## config.mk

```make
export PLATFORM = sky130hd
export DESIGN_NAME = credit_rx_buffer
export DESIGN_NICKNAME = d
export VERILOG_FILES = /design/src/rtl/credit_rx_buffer.sv
export SDC_FILE = /design/constraint.sdc
export NUM_CORES = 1
export LEC_CHECK = 0
export BUFFER_PORTS_ARGS = -buffer_cell sky130_fd_sc_hd__buf_4
export CAP_MARGIN = 10
export CORE_UTILIZATION = 55
export CTS_CLUSTER_SIZE = 40
export DETAILED_ROUTE_END_ITERATION = 10
export GPL_TIMING_DRIVEN = 0
export PLACE_DENSITY = 0.87
export SYNTH_ARGS = -nofsm -noshare
export SYNTH_HDL_FRONTEND = slang
export SYNTH_SLANG_ARGS = --single-unit
```

## constraint.sdc

```tcl
create_clock -name clk -period 2.4 [get_ports clk]
set_input_delay 0.24 -clock clk [delete_from_list [all_inputs] [get_ports clk]]
set_output_delay 0.24 -clock clk [all_outputs]
set_load 0.01 [all_outputs]
```

## src/rtl/credit_rx_buffer.sv

```systemverilog
// ---------------------------------------------------------------------------
// credit_rx_buffer
//   Receive end of a 16-bit credit-based router link. Incoming flits are
//   buffered in a DEPTH-entry FIFO and presented to the local consumer with
//   a valid/ready handshake. Every flit handed to the consumer returns one
//   credit upstream as a single-cycle pulse on credit_o, issued the cycle
//   after the pop.
//
// Optional build macro:
//   CREDIT_RX_BYPASS_EN - when the FIFO is empty, an arriving flit is shown
//                         on data_o/valid_o in the same cycle. If the consumer
//                         takes it that cycle, the flit never enters the FIFO.
//                         When the macro is undefined, the outputs have no
//                         combinational path from data_i/valid_i.
//
// Ports:
//   clk        in   rising-edge clock
//   reset      in   synchronous active-low reset (0 = reset)
//   data_i     in   [DATA_W]   flit from upstream link
//   valid_i    in   data_i carries a flit this cycle
//   data_o     out  [DATA_W]   head flit to consumer
//   valid_o    out  head flit present
//   ready_i    in   consumer accepts head flit this cycle
//   credit_o   out  one-cycle pulse per flit consumed
//   count_o    out  [PTR_W+1]  FIFO occupancy, 0..DEPTH
//   overflow_o out  sticky: a flit arrived while full with no pop
// ---------------------------------------------------------------------------
module credit_rx_buffer #(
  parameter int DATA_W = 16,
  parameter int DEPTH  = 4,
  localparam int PTR_W = $clog2(DEPTH)
) (
  input  logic              clk,
  input  logic              reset,
  input  logic [DATA_W-1:0] data_i,
  input  logic              valid_i,
  output logic [DATA_W-1:0] data_o,
  output logic              valid_o,
  input  logic              ready_i,
  output logic              credit_o,
  output logic [PTR_W:0]    count_o,
  output logic              overflow_o
);

  localparam logic [PTR_W:0]   FULL_C = (PTR_W+1)'(DEPTH);
  localparam logic [PTR_W-1:0] ONE_P  = PTR_W'(1);
  localparam logic [PTR_W:0]   ONE_C  = (PTR_W+1)'(1);

  logic [DATA_W-1:0] r_mem [DEPTH];
  logic [PTR_W-1:0]  r_wr_ptr;
  logic [PTR_W-1:0]  r_rd_ptr;
  logic [PTR_W:0]    r_count;
  logic              r_credit;
  logic              r_ovf;

  logic w_empty;
  logic w_full;
  logic w_byp;       // flit passes straight through an empty FIFO
  logic w_take;      // consumer handshake this cycle (FIFO or bypass)
  logic w_fifo_pop;  // head of FIFO leaves
  logic w_fifo_push; // data_i is written into FIFO
  logic w_drop;      // arrival while full with no pop to make room

  assign w_empty = (r_count == '0);
  assign w_full  = (r_count == FULL_C);

`ifdef CREDIT_RX_BYPASS_EN
  assign w_byp   = w_empty & valid_i;
  assign valid_o = ~w_empty | w_byp;
  assign data_o  = w_byp ? data_i : r_mem[r_rd_ptr];
`else
  assign w_byp   = 1'b0;
  assign valid_o = ~w_empty;
  assign data_o  = r_mem[r_rd_ptr];
`endif

  assign w_take = valid_o & ready_i;

  // A bypassed flit is consumed without touching pointers or the counter.
  assign w_fifo_pop = w_take & ~w_byp;

  // When full, a same-cycle pop frees the slot being written.
  assign w_fifo_push = valid_i & ~(w_byp & ready_i) & (~w_full | w_fifo_pop);
  assign w_drop      = valid_i & w_full & ~w_fifo_pop;

  // Storage is not reset; contents are meaningless until written.
  always_ff @(posedge clk) begin
    if (w_fifo_push) r_mem[r_wr_ptr] <= data_i;
  end

  always_ff @(posedge clk) begin
    if (!reset) begin
      r_wr_ptr <= '0;
      r_rd_ptr <= '0;
      r_count  <= '0;
      r_credit <= 1'b0;
      r_ovf    <= 1'b0;
    end else begin
      if (w_fifo_push) r_wr_ptr <= r_wr_ptr + ONE_P;
      if (w_fifo_pop)  r_rd_ptr <= r_rd_ptr + ONE_P;
      case ({w_fifo_push, w_fifo_pop})
        2'b10:   r_count <= r_count + ONE_C;
        2'b01:   r_count <= r_count - ONE_C;
        default: r_count <= r_count;
      endcase
      // One pulse per consumed flit, no coalescing.
      r_credit <= w_take;
      if (w_drop) r_ovf <= 1'b1;
    end
  end

  assign credit_o   = r_credit;
  assign count_o    = r_count;
  assign overflow_o = r_ovf;

endmodule

```

==> results_dict.tcl <==
set metrics [dict create \
    drv_slew 0 \
    cts_root_buf "clkbuf_8" \
    antenna_found_initial 0 \
    syn_area_um2 2940 \
    io_pins 42 \
    start_kind "flip-flop" \
    core_region_area_um2 5140 \
    period_share_pct 89.6 \
    layout-drive-gt1-share_pct 38.5 \
    whs_path_depth 1 \
    ir_drop_uv 445 \
    hold_viol 0 \
    track_usage_pct 19.5 \
    required_ns 2.16 \
    postCtsSetupBuffers 0 \
    placementRows 26 \
    synth.distinct_cells 37 \
    min_from "data_i[0]" \
    finalSetupTns_ns 0 \
    arrival_ns 1.91 \
    crit_fanout 10 \
    first_pass_iters 4 \
    cp-end-kind "primary output" \
    syn2layout_area_growth_pct 21.2 \
    async_flop_share_pct 0 \
    wl_per_cell_um 17.6 \
    die_w_um 75.1 \
    hold_buffers 0 \
    avgSynthCellArea_um2 18.9 \
    io_buffers 41 \
    r2r_start "count_o[2]$_SDFFE_PN0P_" \
    tightest_slew_ns 0.876 \
    cts-resized-gates 0 \
    yosys_warnings 0 \
    clock_path_buffers 2 \
    critical-path-slowest-cell "dfxtp_1" \
    cts_buffers 9 \
    syn_nets 181 \
    initial_core_util_pct 57.3 \
    drtIter0Drc 126 \
    routed_via_density 5.52 \
    slew_headroom_pct 41.6 \
    rsz0062_at_grt "no" \
    ys_ff_latch 75 \
    dr_total_vias 1562 \
    grt_pass1_wl_mm 7.51 \
    hold_path_class "in -> reg" \
    maxCapViolCount 0 \
    rrSetupSlack_ns 0.45 \
    gp_congestion 0.758 \
    skew_ns 0.00777 \
    antenna_left 0 \
    drc 0 \
    die_h_um 75.1 \
    grt_max_degree 17 \
    synth_top_area_cell "edfxtp_1" \
    critPathKind "reg -> out" \
    grt_pass1_vias 1585 \
    fill_cells 345 \
    powerDensity_nw_per_um2 867 \
    synth_edf_count 64 \
    reg2reg_depth 3 \
    wirelength_mm 4.98 \
    total_leakage_power_uw 0.00127 \
    seq_area_frac_synth_pct 72.8 \
    status "finished clean" \
    grt_overflow 0 \
    r2r_end "r_mem[2][6]$_DFFE_PP_" \
    utilization_pct 69.4 \
    fmax_mhz 465 \
    synth.area.top_cells "edfxtp_1, mux4_2, dfxtp_1" \
    nets 233 \
    clk_pin_slew_ns 0.08 \
    yosys_most_used_dff "edfxtp_1" \
    period_needed_ns 2.15 \
    clk_latency_ns 0.34 \
    place_hpwl_mm 3.24 \
    holdWs_ns 0.0972 \
    cts_tree "done" \
    cts_htree_levels 3 \
    crit_chain "clkbuf_1 -> buf_2 -> mux4_2 -> buf_4" \
    clock_sinks 75 \
    yosys.area.top_type_share_pct 65.3 \
    finalSetupViolCount 0 \
    diodes 0 \
    worstHoldEndpoint "r_mem[1][0]$_DFFE_PP_" \
    synth_cells 156 \
    max_stage_delay_ns 0.36 \
    dieArea_um2 5650 \
]
-- where the power goes --
group	internal [uW]	switching (uW)	total [uW]
logic	263	240	503
clock network	643	431	1070
registers	1490	24.2	1510
total	2400	696	3090
-- sequential cells by signal (all words and copies together), names as in the netlist, named ones only --
name        cells
r_mem          64
count_o         3
r_rd_ptr        2
r_wr_ptr        2
credit_o        1
overflow_o      1
-- cell families after synthesis --
logic type	after synthesis	synth area share [%]
AND/OR/NAND/NOR	24	4.59
AO/OA/AOI/OAI	15	3.61
buffers and inverters	16	2.85
multiplexers	17	12.6
flip-flops	75	72.8
XOR/XNOR	4	1.19
adder cells (fa/ha/maj)	5	2.38
-- worst max path at each step --
stage                               to  cells past startpoint               startpoint  slack [ns]
2_1_floorplan  count_o[2]$_SDFFE_PN0P_                      7  count_o[0]$_SDFFE_PN0P_        0.47
3_3_place_gp   count_o[2]$_SDFFE_PN0P_                      7  count_o[2]$_SDFFE_PN0P_        0.49
3_5_place_dp    r_mem[2][14]$_DFFE_PP_                      3  count_o[2]$_SDFFE_PN0P_        0.48
4_1_cts                     data_o[13]                      4                flip-flop        0.25
5_1_grt                     data_o[13]                      4                flip-flop        0.16
6_report                    data_o[13]                      4                flip-flop        0.25
-- final cells by class --
type / instances / area [um2] / share of cell area [%]
multi-input combinational: 65 / 717 / 20.1
buffer: 9 / 57.6 / 1.61
tap: 70 / 87.6 / 2.46
inverter: 7 / 26.3 / 0.737
clock buffer: 12 / 155 / 4.35
sequential: 75 / 2140 / 60.1
clock inverter: 4 / 72.6 / 2.04
timing repair buffer: 41 / 308 / 8.63
-- layout by cell type (no fill, tap or decap), drive strengths merged, types with 3 or more instances in the layout --
| cell | instances |
|---|---|
| clkbuf | 13 |
| buf | 49 |
| xor2 | 3 |
| ha | 4 |
| nor2 | 5 |
| dfxtp | 11 |
| mux4 | 16 |
| and3 | 4 |
| nand3 | 5 |
| inv | 7 |
| edfxtp | 64 |
| o21ai | 3 |
| a21oi | 3 |
| nand2 | 3 |
-- Yosys cell counts, types with 3 or more instances --
| library cell | instances |
|---|---|
| nand2_1 | 3 |
| xor2_1 | 3 |
| and3_1 | 4 |
| nor2_1 | 5 |
| buf_4 | 3 |
| ha_1 | 4 |
| a21oi_1 | 3 |
| o21ai_0 | 3 |
| inv_1 | 5 |
| nand3_1 | 5 |
| mux4_2 | 16 |
| dfxtp_1 | 11 |
| edfxtp_1 | 64 |
| buf_2 | 4 |
-- metrics by stage --
stage	worst slack [ns]	cells	instance area (um2)	power [uW]
2_1_floorplan	0.469	156	2940	1850
3_3_place_gp	0.490	267	3340	2030
3_5_place_dp	0.480	267	3340	2050
4_1_cts	0.246	283	3570	3120
5_1_grt	0.157	283	3570	3210
6_report	0.248	283	3570	3090
-- critical path, delay by kind of cell (launching register included) --
| kind | cells | cell delay, ns |
|---|---|---|
| flops | 1 | 0.36 |
| mux | 1 | 0.36 |
| buf+inv | 3 | 0.86 |
-- per-layer routing --
metal	vias up	track usage [%]	wire [um]
met3	14	5.35	256
met1	762	23.0	2070
met2	66	30.6	2500
met5	-	0	0
met4	0	15.2	153
li1	720	-	-
No activity file was read; power rests on OpenSTA's default activity.
